### config.mk
export PLATFORM = sky130hd
export DESIGN_NAME = riscv_lsu
export DESIGN_NICKNAME = d
export VERILOG_FILES = /design/src/rtl/riscv_lsu.sv
export SDC_FILE = /design/constraint.sdc
export NUM_CORES = 1
export LEC_CHECK = 0
export CAP_MARGIN = 5
export CORE_ASPECT_RATIO = 1.5
export CORE_MARGIN = 2
export CORE_UTILIZATION = 43
export CTS_CLUSTER_SIZE = 12
export DETAILED_ROUTE_END_ITERATION = 10
export GPL_TIMING_DRIVEN = 0
export PLACE_DENSITY = 0.91
export SLEW_MARGIN = 30
export SYNTH_ARGS = -nofsm -noshare
export SYNTH_HDL_FRONTEND = slang
export SYNTH_SLANG_ARGS = --single-unit
export TNS_END_PERCENT = 20
### constraint.sdc
create_clock -name clk_i -period 2.1 [get_ports clk_i]
set_input_delay 0.21 -clock clk_i [delete_from_list [all_inputs] [get_ports clk_i]]
set_output_delay 0.21 -clock clk_i [all_outputs]
set_load 0.02 [all_outputs]
### src/rtl/riscv_lsu.sv
// Load/store unit for the MEM stage: request/grant/response bus, lane steering, sign/zero extension, misalign + timeout faults.
// Latency: zero-wait bus gives 3 stall cycles with the result in the 4th (DONE); each gnt/rvalid wait cycle adds one.
// Backpressure: lsu_stall_o holds the whole pipeline while a legal access is pending; bus outputs stay stable until bus_gnt_i.
module riscv_lsu #(
    parameter int DW      = 32,   // 32 or 64
    parameter int AW      = 32,
    parameter int TIMEOUT = 16    // 0 disables the timeout
) (
    input  logic            clk_i,
    input  logic            rst_i,
    input  logic            req_rd_i,
    input  logic            req_wr_i,
    input  logic [2:0]      funct3_i,
    input  logic [AW-1:0]   addr_i,
    input  logic [DW-1:0]   wdata_i,
    output logic            lsu_stall_o,
    output logic [DW-1:0]   rdata_o,
    output logic            rdata_valid_o,
    output logic            misalign_o,
    output logic            fault_o,
    output logic            bus_req_o,
    output logic            bus_we_o,
    output logic [AW-1:0]   bus_addr_o,
    output logic [DW/8-1:0] bus_be_o,
    output logic [DW-1:0]   bus_wdata_o,
    input  logic            bus_gnt_i,
    input  logic            bus_rvalid_i,
    input  logic [DW-1:0]   bus_rdata_i,
    input  logic            bus_err_i
);

    localparam int BW = DW / 8;
    localparam int LB = $clog2(BW);
    localparam int CW = (TIMEOUT > 1) ? $clog2(TIMEOUT) : 1;
    localparam logic [CW-1:0] TO_LAST = (TIMEOUT > 0) ? CW'(TIMEOUT - 1) : '0;

    typedef enum logic [1:0] {
        ST_IDLE,
        ST_REQ,
        ST_RESP,
        ST_DONE
    } state_t;

    state_t        state;
    logic [CW-1:0] to_cnt;
    logic [2:0]    f3_q;
    logic [LB-1:0] lane_q;

    // Request decode (valid only while IDLE)
    logic          req_any;
    logic          illegal;
    logic          legal_req;
    logic [1:0]    size;
    logic [LB-1:0] lane;
    logic [BW-1:0] be_base;
    logic [BW-1:0] be_lane;
    logic [DW-1:0] wdata_rep;

    // Response path
    logic [DW-1:0] rsp_shift;
    logic [DW-1:0] load_ext;
    logic          in_flight;
    logic          rsp_take;
    logic          timed_out;

    assign req_any   = req_rd_i | req_wr_i;
    assign size      = funct3_i[1:0];
    assign lane      = addr_i[LB-1:0];
    assign legal_req = req_any & ~illegal;

    // Reject sizes the data path cannot carry and accesses not naturally aligned
    always_comb begin
        illegal = 1'b0;
        case (size)
            2'b01:   illegal = addr_i[0];
            2'b10:   illegal = |addr_i[1:0];
            2'b11:   illegal = (DW == 32) || (|addr_i[2:0]);
            default: illegal = 1'b0;
        endcase
        if (funct3_i == 3'b111) begin
            illegal = 1'b1;
        end
        if ((DW == 32) && (funct3_i == 3'b110)) begin
            illegal = 1'b1;
        end
    end

    // Byte-enable pattern for the access size, shifted to the addressed lane
    always_comb begin
        case (size)
            2'b00:   be_base = BW'(1);
            2'b01:   be_base = BW'(3);
            2'b10:   be_base = BW'(15);
            default: be_base = '1;
        endcase
    end

    assign be_lane = be_base << lane;

    // Replicate right-aligned store data into every lane so the enables pick the right copy
    always_comb begin
        case (size)
            2'b00:   wdata_rep = {BW{wdata_i[7:0]}};
            2'b01:   wdata_rep = {(DW/16){wdata_i[15:0]}};
            2'b10:   wdata_rep = {(DW/32){wdata_i[31:0]}};
            default: wdata_rep = wdata_i;
        endcase
    end

    assign rsp_shift = bus_rdata_i >> {lane_q, 3'b000};

    // Right-align the addressed lane and extend according to the latched funct3
    always_comb begin
        case (f3_q)
            3'b000:  load_ext = DW'($signed(rsp_shift[7:0]));
            3'b001:  load_ext = DW'($signed(rsp_shift[15:0]));
            3'b010:  load_ext = DW'($signed(rsp_shift[31:0]));
            3'b100:  load_ext = DW'(rsp_shift[7:0]);
            3'b101:  load_ext = DW'(rsp_shift[15:0]);
            3'b110:  load_ext = DW'(rsp_shift[31:0]);
            default: load_ext = rsp_shift;
        endcase
    end

    // A response only counts in RESP, or in REQ together with the grant; anything else is stale
    assign in_flight = (state == ST_REQ) || (state == ST_RESP);
    assign rsp_take  = ((state == ST_REQ) && bus_gnt_i && bus_rvalid_i) ||
                       ((state == ST_RESP) && bus_rvalid_i);
    assign timed_out = (TIMEOUT != 0) && in_flight && !rsp_take && (to_cnt == TO_LAST);

    // Stall is combinational in IDLE so the pipeline freezes in the very cycle the access appears
    assign lsu_stall_o = ((state == ST_IDLE) && legal_req) || in_flight;
    assign misalign_o  = (state == ST_IDLE) && req_any && illegal;

    // Transaction FSM with registered bus outputs and result/fault pulses
    always_ff @(posedge clk_i) begin
        if (rst_i) begin
            state         <= ST_IDLE;
            to_cnt        <= '0;
            f3_q          <= '0;
            lane_q        <= '0;
            rdata_o       <= '0;
            rdata_valid_o <= 1'b0;
            fault_o       <= 1'b0;
            bus_req_o     <= 1'b0;
            bus_we_o      <= 1'b0;
            bus_addr_o    <= '0;
            bus_be_o      <= '0;
            bus_wdata_o   <= '0;
        end else begin
            rdata_valid_o <= 1'b0;
            fault_o       <= 1'b0;

            if (in_flight) begin
                to_cnt <= to_cnt + 1'b1;
            end

            case (state)
                ST_IDLE: begin
                    if (legal_req) begin
                        state       <= ST_REQ;
                        to_cnt      <= '0;
                        f3_q        <= funct3_i;
                        lane_q      <= lane;
                        bus_req_o   <= 1'b1;
                        bus_we_o    <= req_wr_i;
                        bus_addr_o  <= {addr_i[AW-1:LB], {LB{1'b0}}};
                        bus_be_o    <= be_lane;
                        bus_wdata_o <= wdata_rep;
                    end
                end
                ST_REQ: begin
                    // Completion beats the timeout in the last allowed cycle; a lone grant does not
                    if (rsp_take || timed_out) begin
                        state     <= ST_DONE;
                        bus_req_o <= 1'b0;
                    end else if (bus_gnt_i) begin
                        state     <= ST_RESP;
                        bus_req_o <= 1'b0;
                    end
                end
                ST_RESP: begin
                    if (rsp_take || timed_out) begin
                        state <= ST_DONE;
                    end
                end
                ST_DONE: begin
                    // Request inputs are ignored here; the pipeline advances on this edge
                    state <= ST_IDLE;
                end
                default: begin
                    state <= ST_IDLE;
                end
            endcase

            if (rsp_take) begin
                if (bus_err_i) begin
                    fault_o <= 1'b1;
                end else if (!bus_we_o) begin
                    rdata_o       <= load_ext;
                    rdata_valid_o <= 1'b1;
                end
            end else if (timed_out) begin
                fault_o <= 1'b1;
            end
        end
    end

endmodule

==> impl_metrics.env, run 1 <==
export IMPL_path_class="flop to output port"
export IMPL_synth_adder_area_share_pct=1.22
export IMPL_area_delta_synth_final_pct=55.5
export IMPL_cts_buffers_inserted=17
export IMPL_post_dp_hpwl_um=13300
export IMPL_htreeDepth=4
export IMPL_die_x_um=93.3
export IMPL_grt_antenna_before_repair=0
export IMPL_fin_skew_ps=8.28
export IMPL_ys_warn_count=0
export IMPL_p_per_area_nw_per_um2=1050
export IMPL_synthArstFlopShare_pct=0
export IMPL_setup_viol=0
export IMPL_ys_flop_type="dfxtp_1"
export IMPL_synth_enable_flop_cells=0
export IMPL_p_int_w=0.00550
export IMPL_fin_crit_sh_pct=96.4
export IMPL_drtAntennaViolNets=0
export IMPL_hold_viol=0
export IMPL_outcome="complete, no violations"
export IMPL_drt_wirelength_per_cell_um=17.7
export IMPL_place_inst=971
export IMPL_synthSimpleGateAreaFrac_pct=17.9
export IMPL_period_minus_slack_ps=2020
export IMPL_clk_pin_slew_ps=50
export IMPL_power_switching_w=0.00293
export IMPL_ys_seq_area_share_pct=44.0
export IMPL_fp_dieH_um=138
export IMPL_path_max_fanout=8
export IMPL_cts_tree="yes"
export IMPL_crit_required_ps=1890
export IMPL_drt_iter0_markers=254
export IMPL_synth_area_sq_um=5140
export IMPL_r2r_slack_ps=110
export IMPL_clock_sinks=113
export IMPL_port_buffer_count=208
export IMPL_synth_xor_area_share_pct=0.511
export IMPL_grt_pass1_vias=5366
export IMPL_rsz0062_at_grt="true"
export IMPL_fmax_ghz=0.494
export IMPL_hold_ws_ps=203
export IMPL_grt_max_degree=17
export IMPL_final_common_cell="clkdlybuf4s50_1"
export IMPL_final_core_util_pct=69.0
export IMPL_clkPwrFrac_pct=32.2
export IMPL_final_cell_mix="clkdlybuf4s50_1, nand2_1, dfxtp_1"
export IMPL_core_sq_um=11600
export IMPL_grt_usage_pct=27.0
export IMPL_synth_mux_area_share_pct=9.71
export IMPL_cpPeakStageDelay_ps=390
export IMPL_path_cells="inv_1 -> ha_2 -> clkbuf_1 -> nand2b_1 -> buf_2"
export IMPL_instances_no_fill=1003
export IMPL_grt_pass1_wl_um=26800
export IMPL_worstMarginPinSlew_ps=693
export IMPL_cp_end_kind="output port"
export IMPL_critPathSlowestCell="dfxtp_1"
export IMPL_syn_inst=612
export IMPL_slew_viol_final=0
export IMPL_ys_ff_latch=113
export IMPL_dr_pass1_iters=4
export IMPL_synth_distinct_cells=47
export IMPL_viasPerCell=5.37
export IMPL_swShare_pct=34.8
export IMPL_p_leak_nw=2.91
export IMPL_wirelength_um=17700
export IMPL_ir_drop_v=0.000678
export IMPL_synth_top_family_by_area="compound AO/OA/AOI/OAI gates"
export IMPL_placed_area_sq_um=7420
export IMPL_hp_class="input port to flop"
export IMPL_vias=5387
export IMPL_syn_area_per_cell_sq_um=8.40
export IMPL_dieArea_sq_um=12900
export IMPL_drive_gt1_share_pct=10.9
export IMPL_overflow=0
export IMPL_p_seq_share_pct=31.8
export IMPL_row_count=48
export IMPL_stdcell_area_sq_um=8000
export IMPL_synth_compound_area_share_pct=21.1
export IMPL_pin_count=212
export IMPL_clk_latency_ps=410
export IMPL_start_util_pct=44.4
export IMPL_clock_root_buffer="clkbuf_16"
export IMPL_cp_arrival_ps=1810
export IMPL_gp_congestion=0.961
export IMPL_route_detailed_drc=0
export IMPL_fin_nets=951
export IMPL_clockBufferDepth=2
export IMPL_start_kind="flop"
export IMPL_max_cap_viol_count=0
export IMPL_diodes=0
export IMPL_timing_slew_headroom_pct=53.8
export IMPL_p_comb_share_pct=36.0
==> Yosys cell counts, types with 2 or more instances <==
library cell | count | area, sq um
o2bb2ai_1 | 7 | 61.3
a211oi_2 | 10 | 125
o211ai_1 | 15 | 113
or3_1 | 2 | 12.5
nor3_1 | 7 | 35.0
nand2b_1 | 4 | 25.0
nand4_1 | 2 | 12.5
buf_2 | 24 | 120
nor2b_1 | 6 | 37.5
xor2_1 | 2 | 17.5
o21ai_0 | 11 | 55.1
a21oi_1 | 81 | 405
mux2i_1 | 36 | 360
nand2_1 | 141 | 529
mux2_2 | 8 | 90.1
nor2_1 | 49 | 184
ha_1 | 5 | 62.6
dfxtp_1 | 113 | 2260
a211oi_1 | 21 | 158
or3b_2 | 2 | 17.5
clkinv_1 | 2 | 7.51
a311oi_1 | 12 | 105
clkbuf_1 | 23 | 86.3
inv_1 | 3 | 11.3
a31oi_1 | 2 | 12.5
buf_4 | 3 | 22.5
==> state kept, by name, summed over array words and instances (netlist names) <==
signal / count
bus_be_o: 4
bus_addr_o: 30
fault_o: 1
f3_q: 3
bus_req_o: 1
rdata_valid_o: 1
bus_we_o: 1
bus_wdata_o: 32
lane_q: 2
rdata_o: 32
to_cnt: 4
state: 2
==> stage by stage <==
step	worst slack [ps]	total power (W)	setup TNS, ps
after floorplan	328	0.00445	0
after global placement	-371	0.00565	-6640
after detailed placement	-371	0.00572	-7900
after CTS	62.7	0.00843	0
after global routing	-14.0	0.00880	-53.5
final	76.2	0.00842	0
==> cells by family (layout without fill, tap and decap cells) <==
logic type | Yosys count | in the layout
and+or+nand+nor | 220 | 220
xor gates and xnor gates | 3 | 3
buffers and inverters | 58 | 298
DFF | 113 | 113
other | 1 | 2
muxes | 47 | 47
AOI/OAI and AO/OA | 165 | 165
adders and majority gates | 5 | 5
==> layout make-up <==
| cell class | instances | area, sq um |
|---|---|---|
| fillers | 888 | 3590 |
| multi-input cells | 442 | 2610 |
| flip-flops and latches | 113 | 2260 |
| repair buffers | 208 | 2080 |
| clock buffers | 19 | 453 |
| plain buffers | 53 | 272 |
| well taps | 150 | 188 |
| clock inverters | 13 | 114 |
| inverters | 5 | 18.8 |
==> power groups by stage <==
stage	combinational (W)	clock [W]	sequential, W
floorplan	0.00141	0	0.00304
global placement	0.00296	0	0.00270
detailed placement	0.00301	0	0.00271
CTS	0.00302	0.00273	0.00268
global route	0.00326	0.00283	0.00271
finish	0.00304	0.00271	0.00268
==> path summary, 6_finish.rpt <==
path / endpoint / from / depth (start not counted)
setup / recovery: lsu_stall_o / state[1] / 5
hold / removal: state[0] / rst_i / 3
setup reg to reg: rdata_o[22] / state[1] / 7
hold reg to reg: bus_addr_o[6] / bus_addr_o[6] / 2
==> worst max-delay path: cells and delay by family (launching register included) <==
kind                     cells  cell delay [ps]
adder cells (fa/ha/maj)      1              320
flip-flops                   1              390
AND/OR/NAND/NOR              1              160
buffers and inverters        3              540
==> what timing repair did <==
item,CTS,global route
buffers inserted,0,0
gates resized for setup,11,3
hold endpoints to repair,0,0
cloned,0,0
setup endpoints to repair,3,18
hold buffers,0,0
==> metal layers <==
layer	share of wire [%]	GRT usage, %
met3	7.8	8.26
met2	52	49.4
met5	0	0
met1	36	27.4
met4	3.7	13.9
Note: power is estimated with default switching activity, not from simulation.
==> inputs of run 2 (changes only) <==
SETUP_SLACK_MARGIN = 0.5   (was unset)
==> run 2 against run 1 <==
  * Flip-flop and latch count unchanged
  * Clock-buffer cell count decreased by 2
  * Clock power increased by 5%
  * Routed wire length increased by 8.0%
  * Via count increased by 5.0%
  * Worst hold slack got worse by 13 ps
  * Die area unchanged
  * Critical path depth increased by 3
  * Combinational power increased by 15%
  * Critical endpoint is now rdata_o[12]
  * Largest cell class unchanged
==> impl_metrics.env, run 2 (synthesis gave the netlist of run 1 again) <==
export IMPL_outcome="complete, no violations"
export IMPL_ctsHoldBuffers=0
export IMPL_port_buffer_count=208
export IMPL_grt_pass1_vias=5457
export IMPL_drt_iter0_markers=238
export IMPL_multi_input_area_sq_um=2710
export IMPL_dr_pass1_iters=5
export IMPL_final_common_cell="clkdlybuf4s50_1"
export IMPL_cp_arrival_ps=2080
export IMPL_route_detailed_drc=0
export IMPL_period_minus_slack_ps=1770
export IMPL_rsz0062_at_grt="true"
export IMPL_cts_tree="yes"
export IMPL_clk_latency_ps=410
export IMPL_fin_crit_sh_pct=84.3
export IMPL_drt_wirelength_per_cell_um=18.8
export IMPL_max_cap_viol_count=0
export IMPL_fin_skew_ps=10.2
export IMPL_path_class="flop to flop"
export IMPL_area_delta_synth_final_pct=62.4
export IMPL_post_dp_hpwl_um=13600
export IMPL_fillers=828
export IMPL_final_core_util_pct=72.1
export IMPL_dieArea_sq_um=12900
export IMPL_vias=5655
export IMPL_viasPerCell=5.56
export IMPL_hold_viol=0
export IMPL_p_per_area_nw_per_um2=1080
export IMPL_p_leak_nw=3.06
export IMPL_overflow=0
export IMPL_diodes=0
export IMPL_row_count=48
export IMPL_start_util_pct=44.4
export IMPL_grt_max_degree=17
export IMPL_critPathSlowestCell="dfxtp_4"
export IMPL_slew_viol_final=0
export IMPL_cpPeakStageDelay_ps=360
export IMPL_grt_antenna_before_repair=0
export IMPL_path_max_fanout=8
export IMPL_htreeDepth=4
export IMPL_fp_dieH_um=138
export IMPL_ir_drop_v=0.000585
export IMPL_worstMarginPinSlew_ps=666
export IMPL_die_x_um=93.3
export IMPL_fin_nets=966
export IMPL_final_cell_mix="clkdlybuf4s50_1, nand2_1, dfxtp_1"
export IMPL_regArea_sq_um=2270
export IMPL_core_sq_um=11600
export IMPL_path_cells="buf_6 -> ha_4 -> a21o_1 -> and3_4 -> buf_8 -> o31a_1 -> buf_6 -> a211oi_2"
export IMPL_r2r_slack_ps=330
export IMPL_cp_common_cell="buf_6"
export IMPL_start_kind="flop"
export IMPL_clockBufferDepth=2
export IMPL_drtAntennaViolNets=0
export IMPL_crit_required_ps=2410
export IMPL_cp_top_family="compound AO/OA/AOI/OAI gates"
export IMPL_setup_viol=0
export IMPL_clock_root_buffer="clkbuf_16"
export IMPL_drive_gt1_share_pct=15.2
export IMPL_wirelength_um=19200
export IMPL_critPathBufInv=3
export IMPL_pin_count=212
export IMPL_hp_class="input port to flop"
export IMPL_grt_usage_pct=28.0
export IMPL_clk_pin_slew_ps=60
export IMPL_worst_slack_ps=329
export IMPL_fmax_ghz=0.565
export IMPL_biggestRegsByFlops="bus_wdata_o: 32 flops, rdata_o: 32 flops, bus_addr_o: 30 flops"
export IMPL_hold_ws_ps=191
export IMPL_clock_sinks=113
export IMPL_grt_pass1_wl_um=27700
export IMPL_timing_slew_headroom_pct=55.6
export IMPL_cp_end_kind="flop"
export IMPL_cts_buffers_inserted=17
export IMPL_dpl_worst_slack_ps=-415
export IMPL_gp_congestion=0.942
## run 2: cell count changes in the layout (fill, tap and decap cells not counted), moves of 3 or more
cell / before / now
inv_6: 0 / 3
a211oi_2: 10 / 15
buf_4: 3 / 18
clkdlybuf4s50_1: 206 / 203
clkinv_2: 4 / 1
buf_2: 24 / 12
buf_6: 2 / 13
a211oi_1: 21 / 16
clkbuf_1: 22 / 16
clkbuf_4: 0 / 3
ha_4: 0 / 3
## run 2: power breakdown
part	switching, W	internal (W)
Combinational	0.00187	0.00163
Clock	0.00109	0.00175
Sequential	0.000210	0.00249
## run 2: timing repair
action,CTS,global route
pin swaps,5,8
gates resized for setup,52,33
endpoints found under the setup margin,120,154
setup buffers,10,5
## run 2: path summary, 6_finish.rpt
path / startpoint / endpoint / cells past startpoint
max: state[1] / rdata_o[12] / 8
min: rst_i / state[0] / 3
max reg2reg: state[1] / rdata_o[12] / 8
min reg2reg: bus_addr_o[18] / bus_addr_o[18] / 2
## run 2: worst register-to-register path, stage by stage (launching register included)
cell	delay, ps
dfxtp_4	360
buf_6	130
ha_4	160
a21o_1	200
and3_4	190
buf_8	130
o31a_1	110
buf_6	150
a211oi_2	260
## run 2: through the flow
step	power (W)	cells	TNS (ps)	instance area, sq um
after global routing	0.00937	1018	0	8350
final	0.00904	1018	0	8350
after floorplan	0.00446	613	0	5160
after detailed placement	0.00575	971	-7610	7430
after global placement	0.00568	971	-6820	7430
after CTS	0.00882	1013	0	8210
## run 2: final cells by class
| cell class | count | share of cell area (%) |
|---|---|---|
| sequential | 113 | 27.2 |
| clock inverter | 15 | 1.95 |
| buffer | 53 | 4.34 |
| inverter | 5 | 0.315 |
| multi-input combinational | 442 | 32.5 |
| clock buffer | 17 | 5.09 |
| timing repair buffer | 223 | 26.4 |
| tap | 150 | 2.25 |
## run 2: routing by layer
layer,part of all wire (%),vias up,track usage (%)
met1,35,2675,28.0
met5,0,-,0
met4,4.8,0,14.5
met2,52,283,52.5
li1,-,2622,-
met3,7.7,75,7.23
==> inputs of run 3 (changes only) <==
CORE_UTILIZATION = 39   (was 43)
PLACE_DENSITY = 0.88   (was 0.91)
clock period = 1.6 ns   (was 2.1 ns; I/O delays follow)
==> run 3 against run 2 <==
  * The flow now finishes with violations (setup timing)
  * Worst hold slack got worse by 5.7 ps
  * Non-clock buffer count rose by 17
  * First-iteration DRC count increased by 13%
  * Clock power rose by 33%
  * Power grew 39%
  * Largest power group unchanged
  * Die area grew 9.9%
==> impl_metrics.env, run 3 (synthesis gave the netlist of run 1 again) <==
export IMPL_outcome="complete, but fails checks"
export IMPL_violations="setup timing"
export IMPL_hold_depth=3
export IMPL_clkPwrFrac_pct=30.1
export IMPL_clk_latency_ps=410
export IMPL_gp_congestion=0.891
export IMPL_swShare_pct=34.1
export IMPL_reg2reg_from="lane_q[0]"
export IMPL_path_class="flop to output port"
export IMPL_holdCritStartpoint="rst_i"
export IMPL_grt_antenna_before_repair=0
export IMPL_power_switching_w=0.00427
export IMPL_max_cap_viol_count=0
export IMPL_worst_slack_ps=-141
export IMPL_hold_viol=0
export IMPL_instances_no_fill=1043
export IMPL_cp_common_cell="buf_6"
export IMPL_overflow=0
export IMPL_timing_slew_headroom_pct=49.4
export IMPL_p_comb_share_pct=41.5
export IMPL_grt_usage_pct=26.2
export IMPL_route_detailed_drc=0
export IMPL_clock_root_buffer="clkbuf_16"
export IMPL_place_inst=980
export IMPL_slew_viol_final=0
export IMPL_drt_wirelength_per_cell_um=18.9
export IMPL_cts_buffers_inserted=17
export IMPL_holdPathEnd="state[0]"
export IMPL_fmax_ghz=0.574
export IMPL_viasPerCell=5.45
export IMPL_final_common_cell="nand2_1"
export IMPL_cp_end_kind="output port"
export IMPL_area_delta_synth_final_pct=66.0
export IMPL_diodes=0
export IMPL_rsz0062_at_grt="true"
export IMPL_setup_viol=50
export IMPL_r2r_worst_path_cells=6
export IMPL_port_buffer_count=208
export IMPL_grt_pass1_wl_um=28900
export IMPL_wirelength_um=19700
export IMPL_dieArea_sq_um=14100
export IMPL_reg2reg_to="rdata_o[16]"
export IMPL_p_int_w=0.00827
export IMPL_drt_iter0_markers=269
export IMPL_grt_max_degree=17
export IMPL_drive_gt1_share_pct=32.8
export IMPL_path_cells="inv_4 -> ha_4 -> o21ai_2 -> o21bai_4 -> buf_6 -> nand2b_4 -> buf_6"
export IMPL_clockBufferDepth=2
export IMPL_row_count=51
export IMPL_crit_required_ps=1440
export IMPL_fin_nets=983
export IMPL_p_leak_nw=3.50
export IMPL_cp_arrival_ps=1580
export IMPL_cts_tree="yes"
export IMPL_start_util_pct=39.7
export IMPL_p_seq_share_pct=28.4
export IMPL_clk_pin_slew_ps=50
export IMPL_die_x_um=97.8
export IMPL_fp_dieH_um=145
export IMPL_path_max_fanout=3
export IMPL_pin_count=212
export IMPL_fin_crit_sh_pct=109
export IMPL_clock_sinks=113
export IMPL_biggestRegsByFlops="bus_wdata_o: 32 flops, rdata_o: 32 flops, bus_addr_o: 30 flops"
export IMPL_hp_class="input port to flop"
export IMPL_period_minus_slack_ps=1740
export IMPL_post_dp_hpwl_um=13400
export IMPL_htreeDepth=4
export IMPL_p_per_area_nw_per_um2=1470
export IMPL_dr_pass1_iters=5
export IMPL_cpPeakStageDelay_ps=380
export IMPL_drtAntennaViolNets=0
export IMPL_fin_skew_ps=10.8
export IMPL_start_kind="flop"
export IMPL_worstMarginPinSlew_ps=759
export IMPL_core_sq_um=13000
export IMPL_critPathSlowestCell="dfxtp_4"
export IMPL_r2r_slack_ps=-140
export IMPL_final_cell_mix="nand2_1, dfxtp_1, clkdlybuf4s50_1"
export IMPL_power_w=0.0125
export IMPL_ir_drop_v=0.000996
export IMPL_vias=5685
export IMPL_grt_pass1_vias=5515
export IMPL_ctsHoldBuffers=0
run 3: changes by cell type in the layout (fill, tap and decap cells not counted), moves of 11 or more:
| cell | before | now |
|---|---|---|
| clkdlybuf4s50_1 | 203 | 101 |
| buf_4 | 18 | 81 |
| buf_2 | 12 | 50 |
| nand2_1 | 141 | 129 |
| nand2_2 | 0 | 12 |
| a21oi_1 | 80 | 69 |
run 3: how the worst max path moves through the flow:
stage / from / to / slack (ps) / cells past startpoint
finish: state[1] / lsu_stall_o / -140 / 7
global route: lane_q[0] / rdata_o[19] / -180 / 6
CTS: lane_q[0] / rdata_o[16] / -130 / 6
detailed placement: addr_i[0] / lsu_stall_o / -950 / 6
global placement: addr_i[0] / lsu_stall_o / -910 / 6
floorplan: lane_q[0] / rdata_o[26] / -50 / 6
run 3: power groups by stage:
stage	clock network [W]	registers [W]	logic, W
2_1_floorplan	0	0.00403	0.00199
3_3_place_gp	0	0.00358	0.00404
3_5_place_dp	0	0.00360	0.00411
4_1_cts	0.00380	0.00353	0.00477
5_1_grt	0.00393	0.00361	0.00551
6_report	0.00377	0.00356	0.00521
run 3: worst max-delay path, delay by kind of cell (launching register included):
kind	cells	cell delay [ps]
DFF	1	380
adders and majority gates	1	160
buffers and inverters	3	330
AOI/OAI and AO/OA	2	250
and+or+nand+nor	1	60
run 3: cell type report:
class                   count  area, sq um
plain buffers              53          443
clock buffers              21          482
clock inverters            10          108
fillers                  1034         4410
inverters                   5         30.0
multi-input cells         442         2850
flip-flops and latches    113         2280
well taps                 159          199
repair buffers            240         2150
run 3: timing repair:
| action | 4_1_cts | 5_1_grt |
|---|---|---|
| gates resized for setup | 514 | 88 |
| gates cloned | 5 | 2 |
| pin swaps | 22 | 19 |
| buffers inserted | 18 | 7 |
| endpoints found under the setup margin | 217 | 168 |
run 3: per-stage QoR:
stage	cell area (sq um)	hold slack, ps	utilization, %	worst slack [ps]	setup TNS, ps
2_1_floorplan	5240	288	-	-54.7	-527
3_5_place_dp	7520	446	58.1	-952	-56270
4_1_cts	8210	164	63.4	-127	-2960
3_3_place_gp	7520	441	58.1	-909	-52710
6_report	8540	185	65.9	-141	-3590
5_1_grt	8540	194	65.9	-177	-6460
run 3: layer usage:
| metal | GRT usage, % | up-vias | routed length, um |
|---|---|---|---|
| li1 | - | 2663 | - |
| met1 | 27.4 | 2664 | 7040 |
| met2 | 47.0 | 300 | 10500 |
| met3 | 7.30 | 58 | 1390 |
| met4 | 15.2 | 0 | 792 |
| met5 | 0 | - | 0 |
